===== src/rtl/crc_pkg.sv =====
// Shared state encoding and default CRC constants for the serial CRC generator.
package crc_pkg;

  typedef enum logic [1:0] {
    IDLE      = 2'b00,
    SHIFT_IN  = 2'b01,
    SHIFT_OUT = 2'b10
  } state_e;

  localparam int          DEF_CRC_WIDTH = 8;
  localparam logic [31:0] DEF_POLY      = 32'h0000_0007;
  localparam logic [31:0] DEF_SEED      = 32'h0000_0000;

endpackage


===== src/rtl/crc_lfsr.sv =====
// CRC register: seed load, serial Galois-style update, and right-shift unload.
module crc_lfsr #(
  parameter int                   CRC_WIDTH = 8,
  parameter logic [CRC_WIDTH-1:0] POLY      = '0,
  parameter logic [CRC_WIDTH-1:0] SEED      = '0
) (
  input  logic                 clk,
  input  logic                 rst,
  input  logic                 load_seed_i,
  input  logic                 shift_in_i,
  input  logic                 data_i,
  input  logic                 shift_out_i,
  output logic [CRC_WIDTH-1:0] crc_o
);

  logic [CRC_WIDTH-1:0] crc_q, crc_d;
  logic                 fb;

  // NOTE: every always_comb output gets a default first so no path leaves it unassigned (no latch).
  always_comb begin
    crc_d = crc_q;
    fb    = data_i ^ crc_q[CRC_WIDTH-1];
    if (load_seed_i) begin
      crc_d = SEED;
    end else if (shift_in_i) begin
      crc_d = {crc_q[CRC_WIDTH-2:0], 1'b0} ^ (fb ? POLY : '0);
    end else if (shift_out_i) begin
      crc_d = {1'b0, crc_q[CRC_WIDTH-1:1]};
    end
  end

  // NOTE: sequential state uses non-blocking assignments; combinational logic above uses blocking.
  always_ff @(posedge clk or posedge rst) begin
    if (rst) crc_q <= SEED;
    else     crc_q <= crc_d;
  end

  assign crc_o = crc_q;

endmodule


===== src/rtl/crc_serial_gen.sv =====
// Serial CRC generator: absorbs a framed bit stream, then emits the CRC bit 0 first.
// Define CRC_CHECK_EN to add the zero-residue checker outputs Check_Ok / Check_Valid.
module crc_serial_gen
  import crc_pkg::*;
#(
  parameter int                   CRC_WIDTH = DEF_CRC_WIDTH,
  parameter logic [CRC_WIDTH-1:0] POLY      = CRC_WIDTH'(DEF_POLY),
  parameter logic [CRC_WIDTH-1:0] SEED      = CRC_WIDTH'(DEF_SEED)
) (
  input  logic CLK,
  input  logic RST,
  input  logic Data,
  input  logic Active,
  output logic valid,
  output logic CRC,
  output logic Busy
`ifdef CRC_CHECK_EN
  ,
  output logic Check_Ok,
  output logic Check_Valid
`endif
);

  localparam int CNT_W = $clog2(CRC_WIDTH);

  state_e               state_q, state_d;
  logic [CNT_W-1:0]     cnt_q, cnt_d;
  logic                 load_seed, shift_in, shift_out;
  logic [CRC_WIDTH-1:0] crc_reg;

  crc_lfsr #(
    .CRC_WIDTH (CRC_WIDTH),
    .POLY      (POLY),
    .SEED      (SEED)
  ) u_lfsr (
    .clk         (CLK),
    .rst         (RST),
    .load_seed_i (load_seed),
    .shift_in_i  (shift_in),
    .data_i      (Data),
    .shift_out_i (shift_out),
    .crc_o       (crc_reg)
  );

  always_comb begin
    state_d   = state_q;
    cnt_d     = cnt_q;
    load_seed = 1'b0;
    shift_in  = 1'b0;
    shift_out = 1'b0;
    unique case (state_q)
      IDLE: begin
        if (Active) begin
          state_d  = SHIFT_IN;
          shift_in = 1'b1;
        end
      end
      SHIFT_IN: begin
        if (Active) begin
          shift_in = 1'b1;
        end else begin
          state_d = SHIFT_OUT;
          cnt_d   = CNT_W'(CRC_WIDTH - 1);
        end
      end
      SHIFT_OUT: begin
        // Active is deliberately ignored here; only the counter ends the unload.
        if (cnt_q == '0) begin
          state_d   = IDLE;
          load_seed = 1'b1;
        end else begin
          shift_out = 1'b1;
          cnt_d     = cnt_q - CNT_W'(1);
        end
      end
      default: begin
        state_d   = IDLE;
        load_seed = 1'b1;
        cnt_d     = '0;
      end
    endcase
  end

  always_ff @(posedge CLK or posedge RST) begin
    if (RST) begin
      state_q <= IDLE;
      cnt_q   <= '0;
    end else begin
      state_q <= state_d;
      cnt_q   <= cnt_d;
    end
  end

  assign valid = (state_q == SHIFT_OUT);
  assign Busy  = valid;
  assign CRC   = valid & crc_reg[0];

`ifdef CRC_CHECK_EN
  logic check_ok_q, check_valid_q;

  // Register at end of frame holds the residue; zero means message plus appended CRC is intact.
  always_ff @(posedge CLK or posedge RST) begin
    if (RST) begin
      check_ok_q    <= 1'b0;
      check_valid_q <= 1'b0;
    end else begin
      check_valid_q <= (state_q == SHIFT_IN) && !Active;
      check_ok_q    <= (state_q == SHIFT_IN) && !Active && (crc_reg == '0);
    end
  end

  assign Check_Ok    = check_ok_q;
  assign Check_Valid = check_valid_q;
`endif

endmodule


===== config.mk =====
export PLATFORM = sky130hd
export DESIGN_NAME = crc_serial_gen
export DESIGN_NICKNAME = d
export VERILOG_FILES = /design/src/rtl/crc_pkg.sv /design/src/rtl/crc_lfsr.sv /design/src/rtl/crc_serial_gen.sv
export SDC_FILE = /design/constraint.sdc
export NUM_CORES = 1
export LEC_CHECK = 0
export ABC_AREA = 1
export BUFFER_PORTS_ARGS = -buffer_cell sky130_fd_sc_hd__buf_2
export CAP_MARGIN = 20
export CORE_MARGIN = 2
export CORE_UTILIZATION = 51
export CTS_BUF_LIST = sky130_fd_sc_hd__clkbuf_16
export CTS_CLUSTER_DIAMETER = 30
export DETAILED_ROUTE_END_ITERATION = 8
export GPL_TIMING_DRIVEN = 0
export PLACE_DENSITY = 0.79
export SETUP_SLACK_MARGIN = 0.4
export SLEW_MARGIN = 30
export SYNTH_ARGS = -nofsm -noshare
export SYNTH_HDL_FRONTEND = slang
export SYNTH_SLANG_ARGS = --single-unit

===== constraint.sdc =====
create_clock -name CLK -period 1.3 [get_ports CLK]
set_input_delay 0.26 -clock CLK [delete_from_list [all_inputs] [get_ports CLK]]
set_output_delay 0.26 -clock CLK [all_outputs]
set_load 0.01 [all_outputs]

-- Word level (Yosys, flattened, before mapping)
Cells that the tools add are included.
Widths: inputs -> output; s select.
- flip-flop bits (word level): 13
- output and inout bits: 3
- logic and storage cells: 37
- $add $sub $neg: 1
- equal/unequal tests: 6
- mux-type cells: 17
- bitwise operators: 4
- reduce and logical (&&, ||, !) cells: 6
- operators with widths (kind ; count):
    $mux 8 ; 3
    $mux 3 ; 3
    $pmux 3 s3 ; 1
    $xor 8x8->8 ; 1
    $mux 2 ; 3
    $ne 2x2->1 const B ; 3
    $pmux 2 s3 ; 1
    $reduce_and 3->1 ; 2
    $mux 1 ; 5
    $logic_not 3->1 ; 1
    $reduce_bool 3->1 ; 1
    $sub 3x1->3 const B ; 1
    $eq 2x1->1 const B ; 1
    $eq 2x2->1 const B ; 1
    $logic_not 2->1 ; 1
    $ne 2x1->1 const B ; 1
    $pmux 1 s2 ; 1
    $reduce_or 2->1 ; 1
    $and 1x1->1 ; 1
    $not 1->1 ; 1
    $xor 1x1->1 ; 1

-- Depth between registers and ports, before layout
- word-level depth: 6
- gate-level depth with buffers: 9
- depth with buffers taken out: 9

-- Modules after synthesis
From an unflattened synthesis, not the netlist that was laid out.
- cells, all modules: 122
- area total of the unflattened synthesis: 904.6 µm²
- modules (own cells, without submodules) (module ; times used ; cells each ; area each (µm²) ; seq. area each (µm²)):
    crc_lfsr ; 1 ; 63 ; 464.2 ; 200.2
    crc_serial_gen ; 1 ; 59 ; 440.4 ; 125.1

-- Least setup slack after synthesis
Ideal clock, no wire load.
- path kind: reg2reg
- start: reg state_q[1]
- end: reg state_q[0]
- setup time: 0.113 ns
- data arrival time: 1.249 ns
- required time: 1.187 ns
- path slack: -0.061 ns
- cell stages (with the launch flop): 8
- path buffers: 0
- path through: dfrtp_1 inv_1 ha_1 a21oi_1 o21ai_0 nand2_1 nand2_1 inv_1
- longest elaborated chain between the ends: 3
- elaborated cells on any way between the ends: 8
- those cells by class: 5 x eq/ne; 1 x mux; 2 x reduce/logical
- ends and longest elaborated chain (element ; line ; RTL):
    start, declared ; crc_serial_gen.sv:26 ; state_e state_q, state_d;
    start signal, assigned ; crc_serial_gen.sv:89 ; state_q <= state_d;
    $eq 2x2->1 (tied with other cells) ; crc_serial_gen.sv:51 ; unique case (state_q)
    $ne 2x1->1 (no line) or $ne 2x2->1 (tied branches) ; - ;
    $reduce_and 3->1 (no line) ; - ;
Several ways; a longest one is shown, not always the timed one.
A chain may end at the register's enable or synchronous reset.

-- Worst setup path in the final report
- start: reg state_q[1]
- end: reg u_lfsr.crc_q[2] (netlist: u_lfsr.crc_o[2])
- longest elaborated chain between the ends: 5
- elaborated cells on any way between the ends: 10
- those cells by class: 2 x eq/ne; 5 x mux; 3 x reduce/logical
- ends and longest elaborated chain (element ; line ; RTL):
    $eq 2x1->1 or $logic_not 2->1 (tied branches) ; crc_serial_gen.sv:51 ;
    $reduce_or 2->1 (no line) ; - ;
    $mux 1 ; - ;
    $mux 8 ; crc_lfsr.sv:25 ; end else if (shift_in_i) begin
    $mux 8 ; crc_lfsr.sv:23 ; if (load_seed_i) begin
    end signal, assigned ; crc_lfsr.sv:35 ; else crc_q <= crc_d;
    end, declared ; crc_lfsr.sv:16 ; logic [CRC_WIDTH-1:0] crc_q, crc_d;
Several ways; a longest one is shown, not always the timed one.

==> impl_table.tex <==
\begin{tabular}{lr}
\hline
Metric & Value \\
\hline
\multicolumn{2}{l}{\textbf{Timing}} \\
\quad Worst hold slack & 40.5 ps \\
\quad Post-route clock skew & 2.19 ps \\
\quad Final worst path period share & 1.13 \\
\quad Final setup slack of the worst path & -166 ps \\
\quad Worst rel slew slack & 0.661 \\
\quad Minimum clock period & 1470 ps \\
\quad Final hold violations & 0 \\
\quad Tightest Pin Transition & 508 ps \\
\quad Max frequency & 0.682 GHz \\
\quad RSZ-0062 raised after global routing & true \\
\quad Number of max-slew violations in the final report & 0 \\
\quad Setup-failing EPs final & 15 \\
\multicolumn{2}{l}{\textbf{Outcome}} \\
\quad Violations in the final reports & negative setup slack \\
\quad Result of the run & finished with violations \\
\multicolumn{2}{l}{\textbf{Critical path}} \\
\quad Kind of launch point of the worst setup path & register \\
\quad Critical path's slowest cell & sky130\_fd\_sc\_hd\_\_dfrtp\_2 \\
\quad Crit Path Class & reg2reg \\
\quad Critical Path, Cell by Cell & inv\_4 -> ha\_4 -> nor2\_4 -> nor2\_4 -> nand3\_2 -> nand3\_2 -> nand2\_1 \\
\quad Critical path endpoint category & register \\
\quad Arrival time of the worst setup path & 1590 ps \\
\quad Cell type group with the largest total delay on the critical path & simple AND/OR/NAND/NOR gates \\
\quad Maximum fanout along the worst path & 8 \\
\quad Slowest cell delay on critical path & 470 ps \\
\quad WP data required & 1430 ps \\
\quad Number of buffer and inverter instances along the worst setup path & 1 \\
\multicolumn{2}{l}{\textbf{Min path}} \\
\quad Hold Path Class & in2async \\
\multicolumn{2}{l}{\textbf{Routing}} \\
\quad First-iteration detailed-routing DRC count & 47 \\
\quad Number of vias per cell after detailed routing & 5.87 \\
\quad Detailed Route WL & 2410 µm \\
\quad Number of design rule violations left after detail routing & 0 \\
\quad WL/cell & 15.4 µm \\
\quad Post-route ant nets & 0 \\
\quad Number of detailed-routing iterations run before antenna repair & 5 \\
\quad Vias after detailed routing & 915 \\
\multicolumn{2}{l}{\textbf{Die}} \\
\quad Top-level I/O count & 7 \\
\quad Die span in y & 45.5 µm \\
\quad Overall die width & 45.5 µm \\
\quad Die Footprint & 0.00207 mm² \\
\quad Starting density of the core & 0.563 \\
\quad Floorplan row count & 14 \\
\quad Std-Cell Core Area & 0.00156 mm² \\
\multicolumn{2}{l}{\textbf{Placed design}} \\
\quad Last weighted congestion value of the routability-driven placer & 0.835 \\
\quad Port buffer count & 6 \\
\quad Placed Cells incl. Taps & 145 \\
\quad Post-Place Cell Area & 993 µm² \\
\quad HPWL after DPL & 1350 µm \\
\multicolumn{2}{l}{\textbf{Cells and area}} \\
\quad Commonest cells after routing, fill and taps aside & sky130\_fd\_sc\_hd\_\_nand2\_1, sky130\_fd\_sc\_hd\_\_inv\_1, sky130\_fd\_sc\_hd\_\_dfrtp\_1 \\
\quad Area of all placed cells without fillers & 0.00123 mm² \\
\quad Antenna Cells & 0 \\
\quad Most frequent standard cell in the layout excluding fill and tap cells & sky130\_fd\_sc\_hd\_\_nand2\_1 \\
\quad Nets & 153 \\
\quad Area growth from synthesis to layout & 40.6\% \\
\quad Utilization after layout & 0.792 \\
\quad Fraction of layout cells with a size suffix above 1 & 0.357 \\
\quad Final cell count without fillers & 156 \\
\multicolumn{2}{l}{\textbf{Global route}} \\
\quad First-pass GRT wire length & 3930 µm \\
\quad Congestion Overflow GR & 0 \\
\quad Antenna violations before repair & 0 \\
\quad Vias in the first global route & 860 \\
\quad Maximum number of pins on one net before global-route repair & 14 \\
\quad Overall Global Routing Usage & 0.273 \\
\multicolumn{2}{l}{\textbf{CTS}} \\
\quad Total CTS buffers & 3 \\
\quad Clock root buffer master & sky130\_fd\_sc\_hd\_\_clkbuf\_16 \\
\quad Clock sink total & 13 \\
\quad Worst-Skew Late Latency & 240 ps \\
\quad Clock tree from TritonCTS & done \\
\quad Number of hold buffers added after CTS & 0 \\
\quad Clock Path Buffers & 2 \\
\quad CTS H-tree depth & 1 \\
\quad Clock-pin slew on the worst setup and hold paths & 40 ps \\
\multicolumn{2}{l}{\textbf{Synth}} \\
\quad Cell type with the largest total area after synthesis & sky130\_fd\_sc\_hd\_\_dfrtp\_1 \\
\quad Synth Warn \# & 0 \\
\quad Sequential cell area fraction in the yosys report & 0.370 \\
\quad Cell types occupying the most area after synthesis & sky130\_fd\_sc\_hd\_\_dfrtp\_1, sky130\_fd\_sc\_hd\_\_nand2\_1, sky130\_fd\_sc\_hd\_\_ha\_1 \\
\quad Number of instances in the synthesized netlist & 123 \\
\quad Post-synthesis register bit count & 13 \\
\quad Count of different cell masters after synthesis & 16 \\
\quad Mean instance size in the synthesized netlist & 7.14 µm² \\
\quad Mapped cell area & 878 µm² \\
\quad Share of the synthesized area in the top cell type & 0.370 \\
\quad Post-synth net total & 135 \\
\multicolumn{2}{l}{\textbf{Run}} \\
\quad Max-cap violation count & 0 \\
\multicolumn{2}{l}{\textbf{Power and ir drop}} \\
\quad Standby leakage power & 0.617 nW \\
\quad Power density normalized to cell area & 2680 mW/mm² \\
\quad IR drop worst, VDD & 1710 µV \\
\hline
\end{tabular}
routing by layer:
metal  vias up  wire, µm  global-route usage
li1        419         -                   -
met1       439       949               0.333
met2        44      1190               0.439
met3        13       162              0.0595
met4         0       100               0.153
met5         -         0                   0
final timing paths:
path                            cells after the start       startpoint  slack [ps]              end
worst min-delay path                                2              RST          40         cnt_q[2]
min in group CLK                                    2  u_lfsr.crc_o[2]         500  u_lfsr.crc_o[2]
max in group asynchronous                           2              RST         890       state_q[0]
worst max register to register                      7       state_q[1]        -170  u_lfsr.crc_o[2]
worst max-delay path                                7       state_q[1]        -170  u_lfsr.crc_o[2]
worst min register to register                      2  u_lfsr.crc_o[2]         500  u_lfsr.crc_o[2]
cell usage after synthesis:
master and count:
sky130_fd_sc_hd__o21ai_1 1, sky130_fd_sc_hd__inv_1 24, sky130_fd_sc_hd__nor2_4 2, sky130_fd_sc_hd__dfrtp_1 13, sky130_fd_sc_hd__inv_2 1, sky130_fd_sc_hd__nand2_1 38, sky130_fd_sc_hd__buf_4 1, sky130_fd_sc_hd__nand3_1 12
sky130_fd_sc_hd__nor2_1 3, sky130_fd_sc_hd__o22ai_1 1, sky130_fd_sc_hd__o211ai_1 1, sky130_fd_sc_hd__nand2_2 1, sky130_fd_sc_hd__ha_1 8, sky130_fd_sc_hd__o21ai_0 14, sky130_fd_sc_hd__a21oi_1 2, sky130_fd_sc_hd__nor3_2 1
through the flow:
step                      total power [mW]  TNS, ps  worst slack, ps
final                                 3.30    -1520             -166
after global routing                  3.52    -2360             -222
after CTS                             3.10     -727             -104
after detailed placement              2.10     -906             -147
after global placement                2.04     -609            -75.3
after floorplan                       1.81        0             41.4
layout make-up:
class / instances / area (µm²)
multi-input combinational: 84 / 607
sequential: 13 / 328
fill: 110 / 324
inverter: 25 / 101
timing repair buffer: 13 / 92.6
clock buffer: 3 / 75.1
tap: 16 / 20.0
buffer: 1 / 7.51
clock inverter: 1 / 3.75
power breakdown:
group | internal [mW] | total [mW] | switching [mW]
clock | 0.405 | 0.567 | 0.163
sequential | 0.574 | 0.727 | 0.153
combinational | 0.787 | 2.01 | 1.22
state kept, by name (all words and copies together), names as in the netlist:
signal	cells
cnt_q	3
state_q	2
u_lfsr.crc_o	8
worst register-to-register path, cell delays in order (launching register included):
cell and delay (ps):
sky130_fd_sc_hd__dfrtp_2 470, sky130_fd_sc_hd__inv_4 110, sky130_fd_sc_hd__ha_4 210, sky130_fd_sc_hd__nor2_4 70, sky130_fd_sc_hd__nor2_4 200, sky130_fd_sc_hd__nand3_2 140
sky130_fd_sc_hd__nand3_2 110, sky130_fd_sc_hd__nand2_1 60
logic make-up after synthesis:
group                    after synthesis  synth area share
AND/OR/NAND/NOR                       57             0.288
buffers and inverters                 26             0.115
AO/OA/AOI/OAI                         19             0.113
flip-flops                            13             0.370
adder cells (fa/ha/maj)                8             0.114
what timing repair did:
item / in CTS / in global routing
endpoints found under the setup margin: 16 / 16
endpoints found under the hold margin: 0 / 0
setup buffers: 6 / 1
resized for setup: 26 / 5
pin swaps: 13 / 10
(Power assumes the default switching activity.)
